File: config.mk
export PLATFORM = sky130hd
export DESIGN_NAME = isr_priority_unit
export DESIGN_NICKNAME = d
export VERILOG_FILES = /design/src/rtl/isr_priority_unit.sv
export SDC_FILE = /design/constraint.sdc
export NUM_CORES = 1
export LEC_CHECK = 0
export ABC_CLOCK_PERIOD_IN_PS = 5300
export BUFFER_PORTS_ARGS = -buffer_cell sky130_fd_sc_hd__buf_4
export CORE_MARGIN = 5
export CORE_UTILIZATION = 56
export CTS_BUF_LIST = sky130_fd_sc_hd__clkbuf_4
export DETAILED_ROUTE_END_ITERATION = 7
export PLACE_DENSITY = 0.89
export SYNTH_ARGS = -nofsm -noshare
export SYNTH_HDL_FRONTEND = slang
export SYNTH_SLANG_ARGS = --single-unit
File: constraint.sdc
create_clock -name clk -period 5.3 [get_ports clk]
set_input_delay 0.795 -clock clk [delete_from_list [all_inputs] [get_ports clk]]
set_output_delay 0.795 -clock clk [all_outputs]
set_load 0.01 [all_outputs]
File: src/rtl/isr_priority_unit.sv
// ==========================================================================
// isr_priority_unit: in-service register, rotating priority resolver, INTA
// acknowledge sequencer and OCW2-style EOI/rotation handling. Rev 1.0
// ==========================================================================
`default_nettype none

module isr_priority_unit #(
  parameter int NUM_IRQ = 8,
  parameter int IDX_W   = $clog2(NUM_IRQ)
) (
  input  logic               clk,
  input  logic               reset_n,
  input  logic [NUM_IRQ-1:0] irr,
  input  logic               inta_pulse,
  input  logic               aeoi_en,
  input  logic               cmd_valid,
  input  logic [2:0]         cmd_op,
  input  logic [IDX_W-1:0]   cmd_level,
  output logic [NUM_IRQ-1:0] isr,
  output logic               int_req,
  output logic [IDX_W-1:0]   ack_level,
  output logic               ack_spurious,
  output logic [NUM_IRQ-1:0] irr_clear,
  output logic [IDX_W-1:0]   lowest_prio,
  output logic               rotate_aeoi,
  output logic               inta_busy
);

  localparam logic [0:0]       S_IDLE  = 1'b0;
  localparam logic [0:0]       S_ACK1  = 1'b1;
  localparam logic [IDX_W-1:0] IDX_ONE = IDX_W'(1);
  localparam logic [IDX_W-1:0] IDX_MAX = IDX_W'(NUM_IRQ - 1);

  localparam logic [2:0] OP_ROT_AEOI_CLR = 3'b000;
  localparam logic [2:0] OP_NS_EOI       = 3'b001;
  localparam logic [2:0] OP_NOP          = 3'b010;
  localparam logic [2:0] OP_S_EOI        = 3'b011;
  localparam logic [2:0] OP_ROT_AEOI_SET = 3'b100;
  localparam logic [2:0] OP_ROT_NS_EOI   = 3'b101;
  localparam logic [2:0] OP_SET_PRIO     = 3'b110;
  localparam logic [2:0] OP_ROT_S_EOI    = 3'b111;

  // Rank 0 is the level just above lowest_prio, i.e. the highest priority.
  function automatic logic [IDX_W-1:0] rank_of(input logic [IDX_W-1:0] lvl,
                                               input logic [IDX_W-1:0] lp);
    return lvl - lp - IDX_ONE;
  endfunction

  function automatic logic [IDX_W-1:0] top_of(input logic [NUM_IRQ-1:0] vec,
                                              input logic [IDX_W-1:0]   lp);
    logic [IDX_W-1:0] idx;
    logic [IDX_W-1:0] top;
    top = '0;
    for (int r = NUM_IRQ - 1; r >= 0; r--) begin
      idx = lp + IDX_ONE + IDX_W'(r);
      if (vec[idx]) top = idx;
    end
    return top;
  endfunction

  function automatic logic [NUM_IRQ-1:0] onehot(input logic [IDX_W-1:0] lvl);
    return NUM_IRQ'(1) << lvl;
  endfunction

  logic [0:0]         state;
  logic [0:0]         state_d;
  logic [IDX_W-1:0]   top_irr;
  logic [IDX_W-1:0]   top_isr;
  logic               irr_any;
  logic               isr_any;
  logic               nested_ok;
  logic [NUM_IRQ-1:0] set_mask;
  logic [NUM_IRQ-1:0] clr_mask;
  logic [NUM_IRQ-1:0] isr_d;
  logic [NUM_IRQ-1:0] irr_clear_d;
  logic [IDX_W-1:0]   lowest_prio_d;
  logic [IDX_W-1:0]   ack_level_d;
  logic               ack_spurious_d;
  logic               rotate_aeoi_d;
  logic               int_req_d;

  always_ff @(posedge clk) begin
    if (!reset_n) state <= S_IDLE;
    else          state <= state_d;
  end

  always_comb begin
    state_d = state;
    case (state)
      S_IDLE:  if (inta_pulse) state_d = S_ACK1;
      S_ACK1:  if (inta_pulse) state_d = S_IDLE;
      default: state_d = S_IDLE;
    endcase
  end

  always_comb begin
    inta_busy = (state == S_ACK1);
  end

  assign top_irr   = top_of(irr, lowest_prio);
  assign top_isr   = top_of(isr, lowest_prio);
  assign irr_any   = |irr;
  assign isr_any   = |isr;
  assign nested_ok = !isr_any ||
                     (rank_of(top_irr, lowest_prio) < rank_of(top_isr, lowest_prio));

  always_comb begin
    set_mask       = '0;
    clr_mask       = '0;
    irr_clear_d    = '0;
    lowest_prio_d  = lowest_prio;
    rotate_aeoi_d  = rotate_aeoi;
    ack_level_d    = ack_level;
    ack_spurious_d = ack_spurious;

    if ((state == S_IDLE) && inta_pulse) begin
      if (irr_any) begin
        set_mask       = onehot(top_irr);
        irr_clear_d    = onehot(top_irr);
        ack_level_d    = top_irr;
        ack_spurious_d = 1'b0;
      end else begin
        ack_level_d    = IDX_MAX;
        ack_spurious_d = 1'b1;
      end
    end

    if ((state == S_ACK1) && inta_pulse && aeoi_en && !ack_spurious) begin
      clr_mask = onehot(ack_level);
      if (rotate_aeoi) lowest_prio_d = ack_level;
    end

    // Evaluated after the AEOI path so a command's lowest_prio write wins.
    if (cmd_valid) begin
      case (cmd_op)
        OP_NS_EOI:       if (isr_any) clr_mask = clr_mask | onehot(top_isr);
        OP_S_EOI:        clr_mask = clr_mask | onehot(cmd_level);
        OP_ROT_NS_EOI: begin
          if (isr_any) begin
            clr_mask      = clr_mask | onehot(top_isr);
            lowest_prio_d = top_isr;
          end
        end
        OP_ROT_S_EOI: begin
          clr_mask      = clr_mask | onehot(cmd_level);
          lowest_prio_d = cmd_level;
        end
        OP_SET_PRIO:     lowest_prio_d = cmd_level;
        OP_ROT_AEOI_SET: rotate_aeoi_d = 1'b1;
        OP_ROT_AEOI_CLR: rotate_aeoi_d = 1'b0;
        OP_NOP:          ;
        default:         ;
      endcase
    end

    isr_d     = (isr & ~clr_mask) | set_mask;
    int_req_d = (state_d == S_IDLE) && irr_any && nested_ok;
  end

  always_ff @(posedge clk) begin
    if (!reset_n) begin
      isr          <= '0;
      int_req      <= 1'b0;
      ack_level    <= IDX_MAX;
      ack_spurious <= 1'b0;
      irr_clear    <= '0;
      lowest_prio  <= IDX_MAX;
      rotate_aeoi  <= 1'b0;
    end else begin
      isr          <= isr_d;
      int_req      <= int_req_d;
      ack_level    <= ack_level_d;
      ack_spurious <= ack_spurious_d;
      irr_clear    <= irr_clear_d;
      lowest_prio  <= lowest_prio_d;
      rotate_aeoi  <= rotate_aeoi_d;
    end
  end

endmodule

`default_nettype wire

==> run metrics, run 1 <==
Resized cells post-CTS=0; critical-path cell list=buf_4, ha_1, xor3_2, mux2_2, a2111oi_0, o2bb2ai_1, nor2_1, buf_4, ha_1, fa_1, inv_1, ha_1, a21o_1, a21o_1, a21oi_1; worst skew pair latency=320 ps; Worst slew margin=47.92%; setup_tns=0 ps; I/O Pins=45; Post-Route WL=9.066 mm; Setup Buffers After CTS=0; Area growth syn-to-layout=11.79%; Die W=85.54 um; ratio of cells with drive above 1 in the final layout=25.06%; TritonCTS clock tree=built; Reg area=roughly 520 um^2; initial core utilization=57.68%; Final nets=roughly 420; Max Cap Viol=0; clock skew=2.691 ps; total gr overflow=0; syn_nets=392; core box area=5540 um^2; antenna diode count=0; Avg Cell Area, Syn=just under 9 um^2; r2r setup slk=between 600 and 700 ps; Max stage delay on crit path=570 ps; top cells by area, synth=dfxtp_1 (16%), mux4_2 (9.2%), mux4_1 (5.8%); Rows=27; post-synth cell types=76; Initial DRC Count=just under 500; Hold-fix buffers, CTS=0; DIE AREA=7317 um^2; Sink Count=26; Worst Path Buf+Inv=3; Pleak=roughly 1.5 nW; Final Critical Period=4693 ps; largest net degree at the start of global routing=46; actual slew at the worst max-slew pin=775.6 ps; worst hold path class=reg2reg; initial antenna violation count=0; leading area contributor after synthesis=dfxtp_1; CTS clk-pin slew, worst paths=140 ps; Vias/cell=7.089; crit end category=flip-flop; Yosys reg bits=26; RSZ-0062 raised after global routing=false; DRC=0; Die Ht=85.54 um; GP Congestion=0.9353; DR pass1 iterations=6; top post-synthesis cells by count=nand2_1 (35), dfxtp_1 (26), nor2_1 (24), nand3_1 (17), nor3_1 (15); DRT antenna net count=0; total vias in the final route=~3.3k; crit path max fanout=45; Buffers on Ports=44; H-Tree Level Count=1; Fillers=between 400 and 500; dpl hpwl=6.615 mm; outcome=completed; final cell count without fillers=463; Worst Path Arrival=~5000 ps; Setup violations, final=0; clk root buf=clkbuf_4; placed insts=459; crit path max-delay cell type=xor3_2; post-synthesis cell count=363; crit path kind=reg2reg; EDFF count, synth=0; Max rail drop VDD=208.5 uV; WHS=498.4 ps; most frequent cell after synthesis=nand2_1; crit share post-route=88.54%; synthesized cell area=3196 um^2; All-Layer GR Usage=approximately 24%; PwrDens=between 300 and 400 nW/um^2; cell family with most CP delay=adder cells; FMAX=0.2131 GHz; Final Max Slew Viols=0; total CTS buffers=3; final hold vios=0; worst path required time=roughly 5600 ps; Most used DFF post-synth=dfxtp_1; Seq/Total Area, Yosys=16.29%; area of the multi-input gates=roughly 2500 um^2; vias in the first global route=around 2.9k; Synth top area share=16.29%; average wire per standard cell=19.58 um; Syn. warnings=0; first-pass GRT wire length=14.51 mm; crit-path most repeated cell=ha_1; async set or reset register ratio after synthesis=0%; CTS max path bufs=2; CP Launch Type=flip-flop
## cells by family (layout without fill, tap and decap cells)
| family | Yosys count | after routing | share of synthesized area, % |
|---|---|---|---|
| adders and majority gates | 10 | 10 | 4.385 |
| buffers and inverters | 35 | 63 | 5.638 |
| xor gates and xnor gates | 9 | 9 | 3.680 |
| AOI/OAI and AO/OA | 87 | 87 | 20.32 |
| and+or+nand+nor | 146 | 146 | 24.39 |
| DFF | 26 | 26 | 16.29 |
| muxes | 50 | 50 | 25.29 |
## per-stage QoR
stage               area (um^2)  total power [mW]  utilization [%]  setup WS (ps)
floorplan                  3196            0.7826                -          816.1
global placement           3520            0.9424            63.53          853.4
detailed placement         3520            0.9691            63.53          670.3
CTS                        3572             1.105            64.48          601.4
global route               3572             1.186            64.48          336.4
finish                     3572             1.117            64.48          607.5
## worst reg2reg max path, delay by kind of cell, from the launching register on
| family | cells | cell delay, ps |
|---|---|---|
| and+or+nand+nor | 1 | 60 |
| xor gates and xnor gates | 1 | 570 |
| DFF | 1 | 370 |
| adders and majority gates | 4 | 1530 |
| AOI/OAI and AO/OA | 5 | 1120 |
| muxes | 1 | 350 |
| buffers and inverters | 3 | 660 |
## sequential cells by signal (all words and copies together), names as in the netlist
name / cells
int_req: 1
lowest_prio: 3
ack_spurious: 1
rotate_aeoi: 1
isr: 8
inta_busy: 1
ack_level: 3
irr_clear: 8
## where the power goes
group	internal, mW	switching [mW]
logic	0.311	0.412
registers	0.218	0.0408
clock network	0.0765	0.0594
total	0.605	0.512
## placed cells by master (no fill, tap or decap), types with 3 or more instances in the layout
cell        n
a32oi_1     3
nor2b_1     7
a21oi_1    12
nand4_1     3
a211o_1     3
mux4_2     13
o2111ai_1   7
a31oi_1     5
mux2_2     14
nand2b_1    9
mux4_1      7
buf_4      50
ha_1        7
a21o_1      3
nand2_1    35
o32ai_1     8
and3_1      3
nor2_1     24
dfxtp_1    26
o22ai_1     5
xnor2_1     6
a22oi_1     4
o21ai_0    10
and2_1      4
inv_1       5
or3_1       3
mux2i_1    12
nor4_1      7
nor3_1     15
nor4b_1     5
nand3_1    17
clkbuf_4    3
## path summary, 6_finish.rpt
check,startpoint,end,cells after the start
max,lowest_prio[0],int_req,15
min,rotate_aeoi,rotate_aeoi,2
max reg2reg,lowest_prio[0],int_req,15
min reg2reg,rotate_aeoi,rotate_aeoi,2
## cell type report
| class | instances | area share, % |
|---|---|---|
| timing repair buffer | 50 | 10.51 |
| clock inverter | 1 | 0.8406 |
| multi-input combinational | 302 | 69.91 |
| sequential | 26 | 14.57 |
| inverter | 9 | 1.016 |
| clock buffer | 3 | 0.6305 |
| tap | 72 | 2.522 |
## routing by layer
layer	share of wire [%]	GRT usage, %
met5	0	0
met3	7.6	3.842
met4	3.2	10.22
met1	40	32.40
met2	49	38.77
No activity file was read; power rests on OpenSTA's default activity.
==> run 2, diff against run 1 <==
Settings changed: PLACE_DENSITY 0.89 to 0.82.
==> run metrics, run 2 (synthesized netlist as in run 1, its figures left out) <==
Die W=85.54 um; CTS max path bufs=2; Die Ht=85.54 um; crit share post-route=88.79%; DR pass1 iterations=5; total gr overflow=0; Initial DRC Count=between 200 and 250; FMAX=0.2125 GHz; worst hold path class=reg2reg; Setup violations, final=0; ratio of cells with drive above 1 in the final layout=about a quarter; clock skew=2.050 ps; most frequent cells in the layout=buf_4 (50), nand2_1 (35), dfxtp_1 (26); Buffers on Ports=44; Pleak=1.464 nW; crit end category=flip-flop; H-Tree Level Count=1; crit path max fanout=between 40 and 50; Max Cap Viol=0; Reg2Reg Depth=14; TritonCTS clock tree=built; actual slew at the worst max-slew pin=810.9 ps; CTS clk-pin slew, worst paths=140 ps; DRC=0; vias in the first global route=2953; outcome=completed; Rows=27; antenna diode count=0; DRT antenna net count=0; initial antenna violation count=0; clk root buf=clkbuf_4; GP Congestion=about 0.89; Post-Place Worst Slack=698.6 ps; Worst Hold End=rotate_aeoi; Internal=0.6000 mW; Final nets=421; Final Util=64.48%; average wire per standard cell=19.18 um; Vias/cell=6.914; All-Layer GR Usage=about 24%; PwrDens=309.9 nW/um^2; Setup Buffers After CTS=0; initial core utilization=57.68%; core box area=5540 um^2; r2r setup slk=590 ps; Switch Pwr=0.5070 mW; hold path depth=2; Worst Path Arrival=4980 ps; Top Registers=irr_clear: 8 flops, isr: 8 flops; Final Critical Period=4706 ps; Area growth syn-to-layout=11.79%; total CTS buffers=3; setup_tns=0 ps; dpl hpwl=6.644 mm; worst flop-to-flop path endpoint=int_req; Resized cells post-CTS=0; Reg power frac=23.2%; Hold-fix buffers, CTS=0; Post-Route WL=8.879 mm; Final Max Slew Viols=0; final hold vios=0; RSZ-0062 raised after global routing=false; Comb pwr share=64.3%; total vias in the final route=3201; crit path kind=reg2reg; Worst slew margin=45.86%; I/O Pins=45; CP Launch Type=flip-flop; worst path required time=5580 ps; final setup margin=594.3 ps; clock share of power=12.6%; Worst R2R Start=lowest_prio[0]; min-delay src=rotate_aeoi; worst skew pair latency=330 ps; sw frac=between 40 and 50%; largest net degree at the start of global routing=between 40 and 50; first-pass GRT wire length=between 10 and 15 mm; DIE AREA=7317 um^2; Max rail drop VDD=between 150 and 200 uV; Fillers=480; Sink Count=26; commonest non-fill, non-tap cell in the layout=buf_4
==> run 2: cell counts in the layout (fill, tap and decap cells not counted) <==
Identical to the previous run, type by type.
==> run 2: worst max-delay path, cell delays in order (launching register included) <==
cell and delay, ps:
dfxtp_1 360, buf_4 450, ha_1 560, xor3_1 610, mux2i_1 380, nand3_1 110
o2bb2ai_1 150, nor2_1 570, ha_1 300, fa_1 410, inv_1 60, ha_1 210
a21o_1 150, a21o_1 160, a21oi_1 130
==> run 2: through the flow <==
stage / power [mW] / hold WS [ps] / area (um^2) / instances
after floorplan: 0.7826 / 499.5 / 3196 / 363
after global placement: 0.9548 / 473.0 / 3520 / 459
after detailed placement: 0.9599 / 502.5 / 3520 / 459
after CTS: 1.096 / 523.2 / 3572 / 463
after global routing: 1.186 / 566.1 / 3572 / 463
final: 1.107 / 519.3 / 3572 / 463
==> run 2: area by class of cell <==
cell class | instances | area (um^2) | share of cell area, %
clock buffer | 3 | 22.52 | 0.6305
clock inverter | 1 | 30.03 | 0.8406
inverter | 9 | 36.28 | 1.016
multi-input combinational | 302 | 2497 | 69.91
sequential | 26 | 520.5 | 14.57
tap | 72 | 90.09 | 2.522
timing repair buffer | 50 | 375.4 | 10.51
==> run 2: power groups by stage <==
stage | clock network, mW | registers, mW | logic (mW)
floorplan | 0 | 0.250 | 0.533
global placement | 0 | 0.259 | 0.695
detailed placement | 0 | 0.259 | 0.700
CTS | 0.138 | 0.255 | 0.703
global route | 0.148 | 0.261 | 0.777
finish | 0.139 | 0.256 | 0.711
==> run 2: worst max-delay path by stage <==
stage	startpoint	end	depth (start not counted)
global placement	lowest_prio[0]	int_req	14
CTS	lowest_prio[0]	int_req	14
finish	lowest_prio[0]	int_req	14
global route	lowest_prio[0]	int_req	14
detailed placement	lowest_prio[0]	int_req	14
floorplan	lowest_prio[0]	int_req	19
==> run 2: routing by layer <==
layer / wire [um] / global-route usage (%)
met5: 0 / 0
met4: 212 / 7.194
met3: 530 / 1.729
met2: 4406 / 42.66
met1: 3729 / 31.49
==> run 3, diff against run 2 <==
Settings changed: ABC_CLOCK_PERIOD_IN_PS 5300 to 4800.
Clock period 5.3 ns to 4.8 ns, I/O delays scaled along.
==> run metrics, run 3 (synthesized netlist as in run 1, its figures left out) <==
average wire per standard cell=just under 20 um; clk root buf=clkbuf_4; Power, Total=1.237 mW; total CTS buffers=3; Final Max Slew Viols=0; crit path max fanout=17; placed insts=460; first-pass GRT wire length=14.88 mm; Resized cells post-CTS=0; dpl hpwl=about 6.7 mm; actual slew at the worst max-slew pin=~840 ps; DIE AREA=7317 um^2; PwrDens=344.7 nW/um^2; CTS max path bufs=2; DRT antenna net count=0; Die Ht=85.54 um; crit-path most repeated cell=a21o_1; clock share of power=12.4%; Area growth syn-to-layout=12.26%; crit end category=flip-flop; Buffers on Ports=44; Vias/cell=just under 7; FMAX=0.2188 GHz; Placement Cell Area=3527 um^2; Initial DRC Count=345; largest net degree at the start of global routing=45; Final nets=roughly 420; core box area=5540 um^2; total gr overflow=0; DRC=0; outcome=completed; Sink Count=26; CTS clk-pin slew, worst paths=150 ps; Comb pwr share=64.7%; hold path depth=2; Setup violations, final=0; crit share post-route=95.20%; initial core utilization=57.68%; total vias in the final route=about 3.2k; worst hold path class=reg2reg; DR pass1 iterations=5; worst path required time=5080 ps; post-layout instance area=3587 um^2; final cell count without fillers=~460; GP Congestion=0.9137; commonest non-fill, non-tap cell in the layout=buf_4; Rows=27; Reg power frac=22.9%; Final Util=64.75%; RSZ-0062 raised after global routing=false; Max rail drop VDD=213.0 uV; Final Critical Period=4570 ps; Max Cap Viol=0; Post-Route WL=8.991 mm; vias in the first global route=2997; I/O Pins=between 40 and 50; critical-path cell list=clkinv_1, ha_2, buf_4, mux4_2, mux2_2, or4b_1, a31oi_1, a211oi_4, inv_2, fa_1, inv_1, ha_1, a21o_1, a21o_1, a21oi_1; CP Launch Type=flip-flop; H-Tree Level Count=1; initial antenna violation count=0; crit path kind=reg2reg; final hold vios=0; WHS=490.1 ps; crit path max-delay cell type=mux4_2; antenna diode count=0; most frequent cells in the layout=buf_4 (51), nand2_1 (35), dfxtp_1 (26); Worst slew margin=a little over two fifths; Pleak=1.472 nW; Internal=0.6727 mW; Reg2Reg Depth=15; Worst Path Arrival=4850 ps; TritonCTS clock tree=built; Hold-fix buffers, CTS=0; clock skew=approximately 3.8 ps; Top Registers=irr_clear: 8 flops, isr: 8 flops; final setup margin=230.5 ps; worst skew pair latency=330 ps; All-Layer GR Usage=between 20 and 25%; ratio of cells with drive above 1 in the final layout=roughly 25%; Switch Pwr=0.5639 mW; sw frac=a little under half; Die W=85.54 um; setup_tns=0 ps; Max stage delay on crit path=580 ps; Setup Buffers After CTS=0; Post-Place Worst Slack=339.1 ps
==> run 3: final cells by class <==
type / instances / area, um^2
Clock buffer: 3 / 22.52
Clock inverter: 1 / 30.03
Fill cell: 465 / 1953
Inverter: 9 / 36.28
Multi-Input combinational cell: 302 / 2505
Sequential cell: 26 / 520.5
Tap cell: 72 / 90.09
Timing Repair Buffer: 51 / 382.9
==> run 3: worst max-delay path, delay by kind of cell, from the launching register on <==
family | cells | cell delay (ps)
adders and majority gates | 3 | 1190
muxes | 2 | 880
AOI/OAI and AO/OA | 5 | 870
buffers and inverters | 4 | 630
and+or+nand+nor | 1 | 560
DFF | 1 | 390
==> run 3: power by group through the flow <==
stage / registers [mW] / logic, mW / clock network [mW]
floorplan: 0.276 / 0.588 / 0
global placement: 0.286 / 0.760 / 0
detailed placement: 0.286 / 0.777 / 0
CTS: 0.281 / 0.781 / 0.153
global route: 0.288 / 0.871 / 0.162
finish: 0.283 / 0.800 / 0.153
==> run 3: final timing paths <==
| check | startpoint | slack (ps) | to |
|---|---|---|---|
| min | rotate_aeoi | 490 | rotate_aeoi |
| max reg2reg | lowest_prio[0] | 230 | int_req |
| max | lowest_prio[0] | 230 | int_req |
| min reg2reg | rotate_aeoi | 490 | rotate_aeoi |
==> run 3: layer usage <==
layer	vias up	track usage (%)	part of all wire [%]	routed length [um]
li1	1492	-	-	-
met1	1536	32.76	41	3686
met2	182	39.97	49	4372
met3	19	4.515	8.1	732
met4	0	8.489	2.2	200
met5	-	0	0	0
